==> src/rtl/fifo_byte_unpacker.sv <==
// fifo_byte_unpacker: pops DATA_W words from a FIFO and streams them as OUT_W beats over valid/ready
// Define UNPACK_MSB_FIRST_EN for MSB-first beat order; default is LSB-first (little-endian)
module fifo_byte_unpacker #(
  parameter int DATA_W = 32,
  parameter int OUT_W = 8,
  parameter int CNT_W = 16
) (
  input  logic              clk,
  input  logic              rst,
  input  logic              fifo_empty,
  output logic              fifo_r_en,
  input  logic [DATA_W-1:0] fifo_data,
  output logic [OUT_W-1:0]  out_data,
  output logic              out_valid,
  input  logic              out_ready,
  output logic              out_last,
  output logic [CNT_W-1:0]  word_cnt,
  output logic              busy
);
  localparam int N = DATA_W / OUT_W;
  localparam int IW = $clog2(N);
  typedef enum logic [1:0] {IDLE, LOAD, SEND} state_t;
  state_t state, next;
  logic [DATA_W-1:0] sr, sr_next;
  logic [IW-1:0] idx;
  logic done;
  always_ff @(posedge clk) state <= !rst ? IDLE : next;
  always_comb begin
    out_valid = state == SEND;
    out_last = out_valid && idx == IW'(N - 1);
    busy = state != IDLE;
    done = state == IDLE || (out_last && out_ready);
    fifo_r_en = rst && !fifo_empty && done;
    next = state == LOAD ? SEND : done ? (fifo_r_en ? LOAD : IDLE) : state;
  end
  always_comb begin
`ifdef UNPACK_MSB_FIRST_EN
    out_data = sr[DATA_W-1 -: OUT_W];
    sr_next = sr << OUT_W;
`else
    out_data = sr[OUT_W-1:0];
    sr_next = sr >> OUT_W;
`endif
  end
  always_ff @(posedge clk)
    if (!rst) begin
      sr <= '0;
      idx <= '0;
      word_cnt <= '0;
    end else if (state == LOAD) begin
      sr <= fifo_data;
      idx <= '0;
    end else if (out_valid && out_ready) begin
      sr <= sr_next;
      idx <= idx + IW'(1);
      if (out_last) word_cnt <= word_cnt + CNT_W'(1);
    end
endmodule
==> config.mk <==
export PLATFORM = sky130hd
export DESIGN_NAME = fifo_byte_unpacker
export DESIGN_NICKNAME = d
export VERILOG_FILES = /design/src/rtl/fifo_byte_unpacker.sv
export SDC_FILE = /design/constraint.sdc
export NUM_CORES = 1
export LEC_CHECK = 0
export BUFFER_PORTS_ARGS = -buffer_cell sky130_fd_sc_hd__buf_2
export CORE_ASPECT_RATIO = 0.6
export CORE_MARGIN = 4
export CORE_UTILIZATION = 52
export DETAILED_ROUTE_END_ITERATION = 8
export HOLD_SLACK_MARGIN = 0.02
export PLACE_DENSITY = 0.79
export SETUP_SLACK_MARGIN = 0.1
export SYNTH_ARGS = -nofsm -noshare
export SYNTH_HDL_FRONTEND = slang
export SYNTH_SLANG_ARGS = --single-unit
==> constraint.sdc <==
create_clock -name clk -period 2 [get_ports clk]
set_input_delay 0.4 -clock clk [delete_from_list [all_inputs] [get_ports clk]]
set_output_delay 0.4 -clock clk [all_outputs]
set_load 0.01 [all_outputs]
Word level (Yosys, flattened, before mapping). Cells that the tools add are included. Widths: inputs -> output; s select.

Register bits: 52. Input bits: 36. Logic and storage cells: 30.

Add/sub/neg operators: 2. Equal/unequal tests: 3. Muxes and demuxes: 5. Bitwise logic cells: 2. Reductions and logical operators: 13.

Operators by type and width (number): $mux 32 (2); $add 16x1->16 const B (1); $reduce_bool 2->1 (3); $logic_and 1x1->1 (5); $eq 2x2->1 const B (2); $mux 2 (2); $reduce_and 3->1 (1); $add 2x1->2 const B (1); $eq 2x1->1 const B (1); $logic_not 2->1 (1); $not 1->1 (2); $reduce_or 2->1 (1); $logic_not 1->1 (1); $logic_or 1x1->1 (1); $mux 1 (1).

Logic depth before layout (Yosys ltp). Gate-level depths: netlist of run 1.

Depth in word-level cells: 8. Mapped depth: 6.

Least setup slack after synthesis of run 1. Ideal clock, no wire load.

Kind: register to register. Start: register idx[0]. End: register word_cnt[13]. Setup time: 0.072 ns. Data arrival time: 1.388 ns. Required time: 1.928 ns. Setup slack: 0.540 ns. Stages on the path, launching flop included: 6. Buffers on the path: 0. Cell sequence: dfxtp_1 > ha_1 > nand4b_1 > or3_4 > nor3b_2 > mux2i_1.

Word-level cells in the longest chain between the ends: 3.

RTL lines: from (decl) (line 25) `logic [IW-1:0] idx;`; from (signal assigned) (line 55) `idx <= idx + IW'(1);`; $eq 2x2->1 (line 30) `out_last = out_valid && idx == IW'(N - 1);`; $logic_and 1x1->1 (line 30); $reduce_and 3->1 (no line); to (signal assigned) (line 56) `if (out_last) word_cnt <= word_cnt + CNT_W'(1);`; to (decl) (line 17) `output logic [CNT_W-1:0] word_cnt,`.

No other way between the ends. A chain may end at the register's enable or synchronous reset.

Worst setup path after layout of run 1.
Start: register idx[0]. End: output out_last.

Word-level cells in the longest chain between the ends: 2.

RTL lines: $eq 2x2->1 (line 30); $logic_and 1x1->1 (line 30); to (decl) (line 16) `output logic out_last,`.

No other way between the ends.

==> flow_summary.yaml, run 1 <==
setup_path:
  start_kind: "flop"
  crit_family: "flip-flops"
  slowest_stage: "dfxtp_2"
  path_max_fanout: 5
  slowest_delay_ns: 0.35
  cp.required_ns: 1.60
  arrival_ns: 1.42
  crit_chain: "ha_2, nand3b_1, inv_1, buf_2"
  path_buf_inv: 2
  critPathCaptureType: "primary output"
  path_class: "flop to primary output"
logic_synthesis:
  yosys.area.top_type_share_pct: 43.7
  synth_top_area_cell: "dfxtp_1"
  seq_area_frac_synth_pct: 43.7
  synth_cells: 260
  synth_area_um2: 2380
  mappedNetlistNets: 298
  synth_area_leaders: "dfxtp_1, a21boi_0, a22oi_1"
  synth_seq_cells: 52
  yosysUniqueCellTypes: 38
  yosys_warnings: 0
  syn_area_per_cell_um2: 9.17
global_route:
  grt_overflow_total: 0
  antenna_found_initial: 0
  grt_max_degree: 27
  grt.total_usage_pct: 18.3
  grt_pass1_wl_um: 8090
  grt_pass1_vias: 1711
sta:
  fmax_ghz: 0.549
  finalMaxSlewViolations: 0
  finalCriticalPeriod_ns: 1.82
  finalSetupViolations: 0
  rsz0062_at_grt: "no"
  skew_ns: 0.00722
  relSlewSlack_pct: 64.1
  worstMarginPinSlew_ns: 0.538
  setup-tns-final_ns: 0
  fin_crit_sh_pct: 91.1
  hold_viol: 0
placement:
  io_buffers: 63
  place_area_um2: 2680
  placed_cells: 364
  place.detailed.hpwl_um: 3620
  place_congestion: 0.878
power_and_ir_drop:
  power_density_nw_per_um2: 739
  ir_worst_vdd_mv: 0.391
  p_leak_nw: 1.23
  power_mw: 2.08
route:
  ant_nets: 0
  drt_wl_total_um: 5150
  drt_iter0_drc: 133
  route.detailed.drc: 0
  routed_via_density: 5.20
  avgRoutedWirePerCell_um: 13.8
  firstDrtPassIters: 4
  vias: 1943
die:
  die-width_um: 95.4
  io-pin-count: 64
  fp.coreArea_um2: 4260
  die_h_um: 60.4
  core.rowCount: 18
  die-area_um2: 5770
  initial_core_util_pct: 56.0
status:
  status: "finished, final reports clean"
layout:
  antennaDiodeCount: 0
  drive_above_1_share_pct: 29.3
  stdcell_area_um2: 2810
  synthToLayoutAreaGrowth_pct: 17.9
  fin_cells: 374
  nNetsFinal: 351
job:
  maxCapViolCount: 0
clock_tree:
  cts_buffers: 5
  root_buffer: "clkbuf_8"
  clock_path_buffers: 2
  insertion_delay_ns: 0.30
  htreeDepth: 2
  tritoncts: "done"
  clock-sinks: 52
  cts.clk_slew.worst_paths_ns: 0.09
hold_path:
  hold_path.class: "input pin to flop"
## path summary, 6_finish.rpt
kind                       startpoint  cells past startpoint  slack [ns]                   endpoint
setup / recovery  idx[0]$_SDFFE_PP0P_                      4        0.18                   out_last
hold / removal          fifo_data[24]                      3        0.34        sr[24]$_SDFFE_PN0P_
setup reg to reg  idx[0]$_SDFFE_PP0P_                      6        0.30  word_cnt[13]$_SDFFE_PN0P_
hold reg to reg    sr[5]$_SDFFE_PN0P_                      2        0.46         sr[5]$_SDFFE_PN0P_
## routing by layer
layer,vias up,GRT usage (%),part of all wire [%]
met3,2,4.71,6.8
met4,0,5.06,0.35
li1,998,-,-
met5,-,0,0
met1,890,28.5,52
met2,53,24.8,41
## cells by family after synthesis
logic type,Yosys count,synth area share [%]
AO/OA/AOI/OAI,62,19.1
flip-flops,52,43.7
AND/OR/NAND/NOR,101,23.8
buffers and inverters,28,6.61
multiplexers,5,2.10
XOR/XNOR,10,3.67
adder cells (fa/ha/maj),2,1.05
## cell type report
cell class              instances  area (um2)
clock buffers                   5        68.8
multi-input cells             180        1190
repair buffers                 71         379
flip-flops and latches         52        1040
well taps                      60        75.1
inverters                       3        11.3
clock inverters                 3        42.5
fillers                       375        1450
## sequential cells by signal, indices dropped and copies added, names as in the netlist
name      flops
idx           2
sr           32
state         2
word_cnt     16
## where the power goes
| group | total [mW] | internal [mW] | leakage [nW] | switching, mW |
|---|---|---|---|---|
| Sequential | 1.12 | 1.09 | 0.423 | 0.0312 |
| Combinational | 0.246 | 0.105 | 0.755 | 0.141 |
| Clock | 0.713 | 0.371 | 0.0541 | 0.342 |
| Total | 2.08 | 1.56 | 1.23 | 0.514 |
## Yosys cell counts
| cell | instances |
|---|---|
| inv_1 | 3 |
| nor3_1 | 3 |
| nand3_1 | 15 |
| nor2b_1 | 2 |
| buf_6 | 1 |
| xnor2_1 | 4 |
| nor3b_2 | 1 |
| nor4_1 | 1 |
| a21oi_1 | 3 |
| nand2b_1 | 7 |
| nor2_1 | 3 |
| buf_1 | 2 |
| nor4_4 | 2 |
| a21boi_0 | 31 |
| dfxtp_1 | 52 |
| a22oi_1 | 24 |
| or3_1 | 1 |
| and3_1 | 2 |
| nor2_4 | 1 |
| nand2_1 | 45 |
| ha_1 | 2 |
| xor2_1 | 6 |
| and3b_1 | 1 |
| a21boi_1 | 3 |
| clkbuf_1 | 6 |
| nand4_4 | 1 |
| and2_1 | 9 |
| o21ai_0 | 1 |
| nand4_1 | 1 |
| nor4_2 | 1 |
| or3_4 | 1 |
| or2_2 | 1 |
| nand4b_1 | 1 |
| nand3_2 | 1 |
| buf_4 | 10 |
| nand3b_1 | 1 |
| mux2i_1 | 5 |
| buf_2 | 6 |
## through the flow
stage          util, %  setup WS (ns)  hold slack [ns]
2_1_floorplan        -          0.540            0.435
3_3_place_gp      62.8          0.453            0.449
3_5_place_dp      62.8          0.362            0.453
4_1_cts           65.5          0.141            0.336
5_1_grt           66.0         0.0963            0.330
6_report          66.0          0.179            0.343
## worst reg2reg max path, delay by kind of cell (launching register included)
family	cells	cell delay, ns
fa+ha+maj	1	0.19
buf+inv	1	0.17
flops	1	0.35
mux	1	0.20
simple gates	3	0.73
## layout by cell type, fill, tap and decap left out, types with 2 or more instances in the layout
cell,instances
nand2_1,45
nand3_1,15
dfxtp_1,50
nor2_1,3
xnor2_1,4
buf_4,7
a21boi_0,31
nor4_4,2
xor2_1,6
mux2i_1,5
dfxtp_2,2
inv_1,3
a21oi_1,3
a21boi_1,3
nand2b_1,7
nor3_1,3
and2_1,9
clkbuf_8,5
buf_2,63
a22oi_1,24
and3_1,2
## timing repair
| item | 4_1_cts | 5_1_grt |
|---|---|---|
| buffers inserted | 0 | 2 |
| hold buffers | 0 | 0 |
| setup endpoints to repair | 0 | 2 |
| gates resized for setup | 0 | 4 |
No activity file was read; power rests on OpenSTA's default activity.
==> inputs of run 2 (changes only) <==
--- a/config.mk
+++ b/config.mk
@@ -7,7 +7,7 @@
 export LEC_CHECK = 0
 export BUFFER_PORTS_ARGS = -buffer_cell sky130_fd_sc_hd__buf_2
 export CORE_ASPECT_RATIO = 0.6
-export CORE_MARGIN = 4
+export CORE_MARGIN = 2
 export CORE_UTILIZATION = 52
 export DETAILED_ROUTE_END_ITERATION = 8
 export HOLD_SLACK_MARGIN = 0.02
==> constraint.sdc (replaced) <==
create_clock -name clk -period 2 [get_ports clk]
set_input_delay 0.4 -clock clk [delete_from_list [all_inputs] [get_ports clk]]
set_output_delay 0.4 -clock clk [all_outputs]
set_load 0.1 [all_outputs]
==> run 2 against run 1 <==
First-iteration DRC count down 23%; wire length grew 1.2%; clock-buffer cell count unchanged; cell count is 0.80% higher; highest routed layer unchanged.
==> flow_summary.yaml, run 2 (synthesis results as in run 1) <==
setup_path:
  cp-endpoint: "fifo_r_en"
  slowest_stage: "dfxtp_2"
  path_depth: 5
  arrival_ns: 1.47
  crit_family: "flip-flops"
  start_kind: "flop"
  path_class: "flop to primary output"
  rrSetupSlack_ns: 0.21
  worstReg2RegEnd: "word_cnt[15]$_SDFFE_PN0P_"
  path_max_fanout: 2
  reg2reg_depth: 8
  cp-startpoint: "idx[1]$_SDFFE_PP0P_"
  worstReg2RegStart: "idx[1]$_SDFFE_PP0P_"
  path_buf_inv: 2
  slowest_delay_ns: 0.37
  critPathCaptureType: "primary output"
  cp.required_ns: 1.60
  crit_chain: "ha_4, nand4b_1, buf_6, a21oi_4, buf_12"
layout:
  reg.largest.list: "sr (32), word_cnt (16)"
  synthToLayoutAreaGrowth_pct: 21.0
  layout_common_cells: "buf_2, nand2_1, dfxtp_1, a21boi_0, a22oi_1"
  nNetsFinal: 351
  antennaDiodeCount: 0
  largest_reg_flops: 32
  fillers: 408
  stdcell_area_um2: 2890
  final_common_cell: "buf_2"
  regMostFlops: "sr"
  fin_cells: 377
  drive_above_1_share_pct: 34.1
route:
  drt_wl_total_um: 5210
  routed_via_density: 5.19
  firstDrtPassIters: 4
  vias: 1958
  route.detailed.drc: 0
  avgRoutedWirePerCell_um: 13.8
  ant_nets: 0
  drt_iter0_drc: 103
die:
  die-area_um2: 5160
  io-pin-count: 64
  core.rowCount: 19
  die-width_um: 91.4
  fp.coreArea_um2: 4490
  initial_core_util_pct: 53.0
  die_h_um: 56.4
power_and_ir_drop:
  seqPwrFrac_pct: 52.8
  p_sw_share_pct: 31.5
  switchingPower_mw: 0.668
  p_int_mw: 1.45
  clockPowerShare_pct: 28.7
  power_mw: 2.12
  combPwrFrac_pct: 18.5
  p_leak_nw: 1.23
  power_density_nw_per_um2: 735
  ir_worst_vdd_mv: 0.478
clock_tree:
  cts.clk_slew.worst_paths_ns: 0.09
  clock-sinks: 52
  cts_buffers: 5
  ctsHoldBuffers: 0
  clock_path_buffers: 2
  root_buffer: "clkbuf_8"
  htreeDepth: 2
  insertion_delay_ns: 0.32
  tritoncts: "done"
sta:
  worstMarginPinSlew_ns: 0.536
  finalCriticalPeriod_ns: 1.87
  rsz0062_at_grt: "yes"
  finalMaxSlewViolations: 0
  fmax_ghz: 0.536
  finalSetupViolations: 0
  skew_ns: 0.0126
  relSlewSlack_pct: 64.2
  setup-tns-final_ns: 0
  hold_viol: 0
  fin_crit_sh_pct: 93.3
status:
  status: "finished, final reports clean"
global_route:
  grt_overflow_total: 0
  grt_pass1_wl_um: 8310
  grt.total_usage_pct: 20.5
  antenna_found_initial: 0
  grt_pass1_vias: 1723
  grt_max_degree: 56
placement:
  place_area_um2: 2740
  place.detailed.hpwl_um: 3480
  place_congestion: 0.759
  placed_cells: 365
  io_buffers: 63
job:
  maxCapViolCount: 0
hold_path:
  hold_path.class: "input pin to flop"
run 2: timing repair:
action                                  4_1_cts  5_1_grt
pin swaps                                     0        2
buffers inserted                              2        2
gates resized for setup                       2        5
endpoints found under the setup margin        2        3
run 2: cell type report:
cell class	count	area [um2]	area share [%]
multi-input combinational	180	1220	42.2
sequential	52	1060	36.7
timing repair buffer	71	422	14.6
tap	63	78.8	2.73
clock buffer	5	68.8	2.39
clock inverter	3	23.8	0.824
inverter	3	15.0	0.520
run 2: power by group through the flow:
stage                     clock (mW)  combinational [mW]  sequential [mW]
after CTS                      0.623               0.391             1.12
after floorplan                    0               0.316             1.13
after detailed placement           0               0.390             1.14
after global placement             0               0.386             1.14
after global routing           0.668               0.424             1.13
final                          0.608               0.393             1.12
run 2: routing by layer:
metal  vias up  track usage [%]  wire, um
li1       1004                -         -
met1       902             30.4      2690
met2        48             29.5      2200
met3         4             5.50       282
met4         0             5.19        37
met5         -                0         0
run 2: worst min-delay path, delay by kind of cell:
| family | cells | cell delay (ns) |
|---|---|---|
| buffers and inverters | 1 | 0.10 |
| AND/OR/NAND/NOR | 1 | 0.04 |
| AO/OA/AOI/OAI | 1 | 0.06 |
run 2: worst min-delay path by stage:
stage,startpoint,endpoint,depth (start not counted)
floorplan,sr[15]$_SDFFE_PN0P_,sr[15]$_SDFFE_PN0P_,2
CTS,fifo_data[28],sr[28]$_SDFFE_PN0P_,3
finish,fifo_data[28],sr[28]$_SDFFE_PN0P_,3
global route,fifo_data[28],sr[28]$_SDFFE_PN0P_,3
detailed placement,sr[23]$_SDFFE_PN0P_,sr[23]$_SDFFE_PN0P_,2
global placement,sr[23]$_SDFFE_PN0P_,sr[23]$_SDFFE_PN0P_,2
run 2: through the flow:
| stage | hold WS (ns) | utilization (%) | setup slack (ns) |
|---|---|---|---|
| global placement | 0.447 | 61.0 | 0.389 |
| global route | 0.330 | 64.2 | 0.0795 |
| detailed placement | 0.450 | 61.0 | 0.340 |
| floorplan | 0.435 | - | 0.0558 |
| finish | 0.333 | 64.2 | 0.134 |
| CTS | 0.331 | 63.5 | 0.131 |
